<file path="config.mk">
export PLATFORM = sky130hd
export DESIGN_NAME = hs_toggle_rx
export DESIGN_NICKNAME = d
export VERILOG_FILES = /design/src/rtl/hs_toggle_rx.sv
export SDC_FILE = /design/constraint.sdc
export NUM_CORES = 1
export LEC_CHECK = 0
export ABC_CLOCK_PERIOD_IN_PS = 1800
export CORE_ASPECT_RATIO = 2
export CORE_MARGIN = 3
export CORE_UTILIZATION = 47
export CTS_BUF_LIST = sky130_fd_sc_hd__clkbuf_2 sky130_fd_sc_hd__clkbuf_4 sky130_fd_sc_hd__clkbuf_8
export DETAILED_ROUTE_END_ITERATION = 8
export MAX_ROUTING_LAYER = met4
export PLACE_DENSITY = 0.81
export REMOVE_ABC_BUFFERS = 1
export SLEW_MARGIN = 10
export SYNTH_ARGS = -nofsm -noshare
export SYNTH_HDL_FRONTEND = slang
export SYNTH_SLANG_ARGS = --single-unit
export TNS_END_PERCENT = 50
</file>
<file path="constraint.sdc">
create_clock -name clk -period 1.8 [get_ports clk]
set_input_delay 0.18 -clock clk [delete_from_list [all_inputs] [get_ports clk]]
set_output_delay 0.18 -clock clk [all_outputs]
set_load 0.01 [all_outputs]
</file>
<file path="src/rtl/hs_toggle_rx.sv">
// hs_toggle_rx: responder end of a two-phase toggle req/ack handshake.
// Synchronizes req_tgl, captures req_data, presents it valid/ready, acks by toggle.
//
// Ports:
//   clk        receiving-domain clock
//   rst_n      asynchronous active-low reset
//   req_tgl    request toggle from the initiator (foreign domain)
//   req_data   request payload, held stable by the initiator until ack
//   ack_tgl    acknowledge toggle, driven straight from a flop
//   out_valid  captured payload available
//   out_data   captured payload, stable while out_valid
//   out_ready  consumer accepts on out_valid && out_ready
//   err_proto  sticky: initiator toggled again before seeing its ack
//   xfer_cnt   completed transfers, wraps
`timescale 1ns/1ps

module hs_toggle_rx #(
    parameter int DW          = 8,
    parameter int SYNC_STAGES = 2,
    parameter int CNT_W       = 16
) (
    input  logic             clk,
    input  logic             rst_n,
    input  logic             req_tgl,
    input  logic [DW-1:0]    req_data,
    output logic             ack_tgl,
    output logic             out_valid,
    output logic [DW-1:0]    out_data,
    input  logic             out_ready,
    output logic             err_proto,
    output logic [CNT_W-1:0] xfer_cnt
);

    typedef enum logic {
        IDLE  = 1'b0,
        VALID = 1'b1
    } state_t;

    state_t state_q;
    state_t state_d;

    logic [SYNC_STAGES-1:0] sync_q;
    logic                   req_s;
    logic                   req_d;
    logic                   req_edge;

    logic [DW-1:0]    data_q;
    logic [DW-1:0]    data_d;
    logic             valid_q;
    logic             valid_d;
    logic             ack_q;
    logic             ack_d;
    logic             err_q;
    logic             err_d;
    logic [CNT_W-1:0] cnt_q;
    logic [CNT_W-1:0] cnt_d;

    // Bit 0 is the metastable capture flop; the last stage is req_s.
    always_ff @(posedge clk or negedge rst_n) begin
        if (!rst_n) begin
            sync_q <= '0;
            req_d  <= 1'b0;
        end else begin
            sync_q <= {sync_q[SYNC_STAGES-2:0], req_tgl};
            req_d  <= req_s;
        end
    end

    assign req_s    = sync_q[SYNC_STAGES-1];
    assign req_edge = req_s ^ req_d;

    always_ff @(posedge clk or negedge rst_n) begin
        if (!rst_n) begin
            state_q <= IDLE;
            data_q  <= '0;
            valid_q <= 1'b0;
            ack_q   <= 1'b0;
            err_q   <= 1'b0;
            cnt_q   <= '0;
        end else begin
            state_q <= state_d;
            data_q  <= data_d;
            valid_q <= valid_d;
            ack_q   <= ack_d;
            err_q   <= err_d;
            cnt_q   <= cnt_d;
        end
    end

    // An edge seen in VALID is never queued: it only raises err_proto,
    // even when the same edge coincides with the acceptance, since the
    // initiator cannot yet have observed the ack it is answering.
    always_comb begin
        state_d = state_q;
        data_d  = data_q;
        valid_d = valid_q;
        ack_d   = ack_q;
        err_d   = err_q;
        cnt_d   = cnt_q;
        unique case (state_q)
            IDLE: begin
                if (req_edge) begin
                    data_d  = req_data;
                    valid_d = 1'b1;
                    state_d = VALID;
                end
            end
            VALID: begin
                if (req_edge) begin
                    err_d = 1'b1;
                end
                if (out_ready) begin
                    valid_d = 1'b0;
                    ack_d   = ~ack_q;
                    cnt_d   = cnt_q + CNT_W'(1);
                    state_d = IDLE;
                end
            end
            default: begin
                state_d = IDLE;
            end
        endcase
    end

    assign ack_tgl   = ack_q;
    assign out_valid = valid_q;
    assign out_data  = data_q;
    assign err_proto = err_q;
    assign xfer_cnt  = cnt_q;

endmodule

</file>
==> results.md <==
* Pwr Total at 2.245 mW
* Sequential cell area at 775.7 um2
* NetSw at 662.5 uW
* # IOs at 39
* CTS root buf: clkbuf_8
* CP endpoint kind: output port
* Hold Slack at 289.8 ps
* Switching share of total power at 0.2952
* Crit path cell chain: clkdlybuf4s50_1
* Multi-input logic area at 466.7 um2
* Pwr dens at 1275 mW/mm2
* Place WS at 267.3 ps
* DP Wirelength at 1800 um
* FMAX at 660.7 MHz
* # clock sinks at 31
* Worst-path fanout max at 5
* Arrival time worst endpoint at 1330 ps
* CTS Buf Count at 5
* Synth cell types at 20
* Post-synthesis sequential area ratio at 0.6206
* Final-report setup violation count at 0
* Core Rows at 25
* Setup_tns at 0 ps
* PortBufs at 38
* Post-route ant nets at 0
* H-Tree Level Count at 2
* Worst skew pair latency at 280 ps
* Synth-to-layout area growth at 40.84%
* FILL cells at 189
* Clock power share at 0.241
* Hold Path Class: in -> async
* Measured slew at the worst slew-check pin at 382.5 ps
* Routed via count at 871
* Total gr overflow at 0
* WL per Instance at 14.31 um
* Finished Core Util at 0.7215
* GPL Wtd Cong at 0.7623
* Minimum clock period at 1514 ps
* Largest net degree at the start of global routing at 32
* Vias per cell at 5.154
* Internal power at 1.582 mW
* Die Height at 78.93 um
* Initial DRC count at 17
* Initial antenna violation count at 0
* Critical Setup Path Class: reg -> out
* Setup bufs post-CTS at 0
* Starting Density at 0.5123
* Max Slew Vio Count at 0
* Global-route wire length before repair at 4209 um
* CP Buf/Inv Count at 1
* # hold bufs at CTS at 0
* Commonest cells after routing, fill and taps aside: 38 x clkdlybuf4s50_1, 31 x dfrtp_1, 10 x nor2_1
* Status: finished clean
* Peak supply drop at 0.9777 mV
* WP data required at 1620 ps
* Hold Fails Final Rpt at 0
* Tot GR Track Use at 0.1751
* Core area at 0.002440 mm2
* CTS clk-pin slew, worst paths at 60 ps
* Register share of total power at 0.455
* Avg Inst Size Synth at 13.16 um2
* DRT Pass-1 Iters at 3
* Pleak at 0.7708 nW
* Most common cell after layout, fill and taps aside: clkdlybuf4s50_1
* CTS tree: done
* Final Routed Wirelength at 2418 um
* Routing usage on met1 at 0.1855
* Mapped Cells at 95
* GR Util met2 at 0.2813
* Syn Std Cell Area at 0.001250 mm2
* Rel. slew slack at 0.7450
* Syn. warnings at 0
* Max incr delay on CP at 590 ps
* Fin Clk Skew at 6.628 ps
* Crit-path slowest cell: clkdlybuf4s50_1
* # diodes at 0
* Synthesized flop and latch total at 31
* Critical Path Source Type: flip-flop
* Die width at 42.47 um
* Vias in the first global route at 958
* Period utilization at 0.8409
* Met3 Use GR at 0.05442
* CP top delay family: buffers and inverters
* Maxcap violations at 0
* Residual DRC at 0
* Setup WS post-layout at 286.4 ps
* Overall die area at 0.003352 mm2
* Final Net Count at 154
* RSZ-0062 raised after global routing: no
* Number of gates resized after cts at 0
* Layout cells sized above 1 at 0.1761
* Busiest grt layer: met2
* Comb power frac at 0.304
* Clock tree buffer depth at 2
## cell families (layout without fill, tap and decap cells)
family | Yosys count | after routing | share of synthesized area
XOR/XNOR | 17 | 17 | 0.1191
adder cells (fa/ha/maj) | 1 | 1 | 0.01001
flip-flops | 31 | 31 | 0.6206
multiplexers | 9 | 9 | 0.08108
buffers and inverters | 1 | 48 | 0.006008
AO/OA/AOI/OAI | 1 | 1 | 0.006008
AND/OR/NAND/NOR | 35 | 35 | 0.1572
## layout make-up
cell class	instances	area share
Multi-Input combinational cell	63	0.2651
Clock inverter	1	0.002843
Tap cell	27	0.01919
Timing Repair Buffer	40	0.2246
Sequential cell	31	0.4407
Clock buffer	7	0.04762
## worst reg2reg max path: cells and delay by family, from the launching register on
kind | cells | cell delay (ps)
buffers and inverters | 1 | 190
and+or+nand+nor | 1 | 170
muxes | 1 | 350
xor gates and xnor gates | 1 | 200
DFF | 1 | 390
## final timing paths
kind | from | depth (start not counted) | end | slack [ps]
worst max register to register | sync_q[1]$_DFF_PN0_ | 4 | out_data[2]$_DFFE_PN0P_ | 390
worst max-delay path | xfer_cnt[4]$_DFFE_PN0P_ | 1 | xfer_cnt[4] | 290
min in group clk | req_tgl | 1 | sync_q[0]$_DFF_PN0_ | 340
max in group asynchronous | rst_n | 2 | out_data[7]$_DFFE_PN0P_ | 1220
worst min register to register | sync_q[0]$_DFF_PN0_ | 0 | sync_q[1]$_DFF_PN0_ | 350
worst min-delay path | rst_n | 2 | xfer_cnt[10]$_DFFE_PN0P_ | 290
## sequential cells by signal (all words and copies together), names as in the netlist
register and flops:
state_q 1, xfer_cnt 16, err_proto 1, out_valid 1, sync_q 2, req_d 1, ack_tgl 1, out_data 8
## routing by layer
layer  share of wire  wire length, um
met5               0                0
met4           0.028               67
met3           0.066              160
met2            0.52             1262
met1            0.38              928
## cell usage after synthesis
master	n	share of area
dfrtp_1	31	0.62
nor2_1	10	0.030
mux2_2	9	0.081
xnor2_1	9	0.063
xor2_1	8	0.056
nand2_1	6	0.018
nand3_1	5	0.020
nand4_1	3	0.015
nor3_2	2	0.016
or2_1	2	0.010
a21o_1	1	0.0060
and2_1	1	0.0050
and2_2	1	0.0060
and3_1	1	0.0050
buf_4	1	0.0060
ha_1	1	0.010
nand2_2	1	0.0050
nand4_4	1	0.017
nor2_2	1	0.0050
nor2b_1	1	0.0050
## stage by stage
stage | cells | instance area [um2]
4_1_cts | 169 | 1760
3_5_place_dp | 161 | 1672
6_report | 169 | 1760
3_3_place_gp | 161 | 1672
5_1_grt | 169 | 1760
2_1_floorplan | 94 | 1242
## power groups by stage
stage               registers [mW]  logic [mW]  clock network [mW]
detailed placement            1.03       0.689                   0
finish                        1.02       0.682               0.541
global placement              1.02       0.672                   0
CTS                           1.02       0.696               0.563
floorplan                     1.08       0.212                   0
global route                  1.05       0.739               0.595
Power figures use the tool's default switching activity.
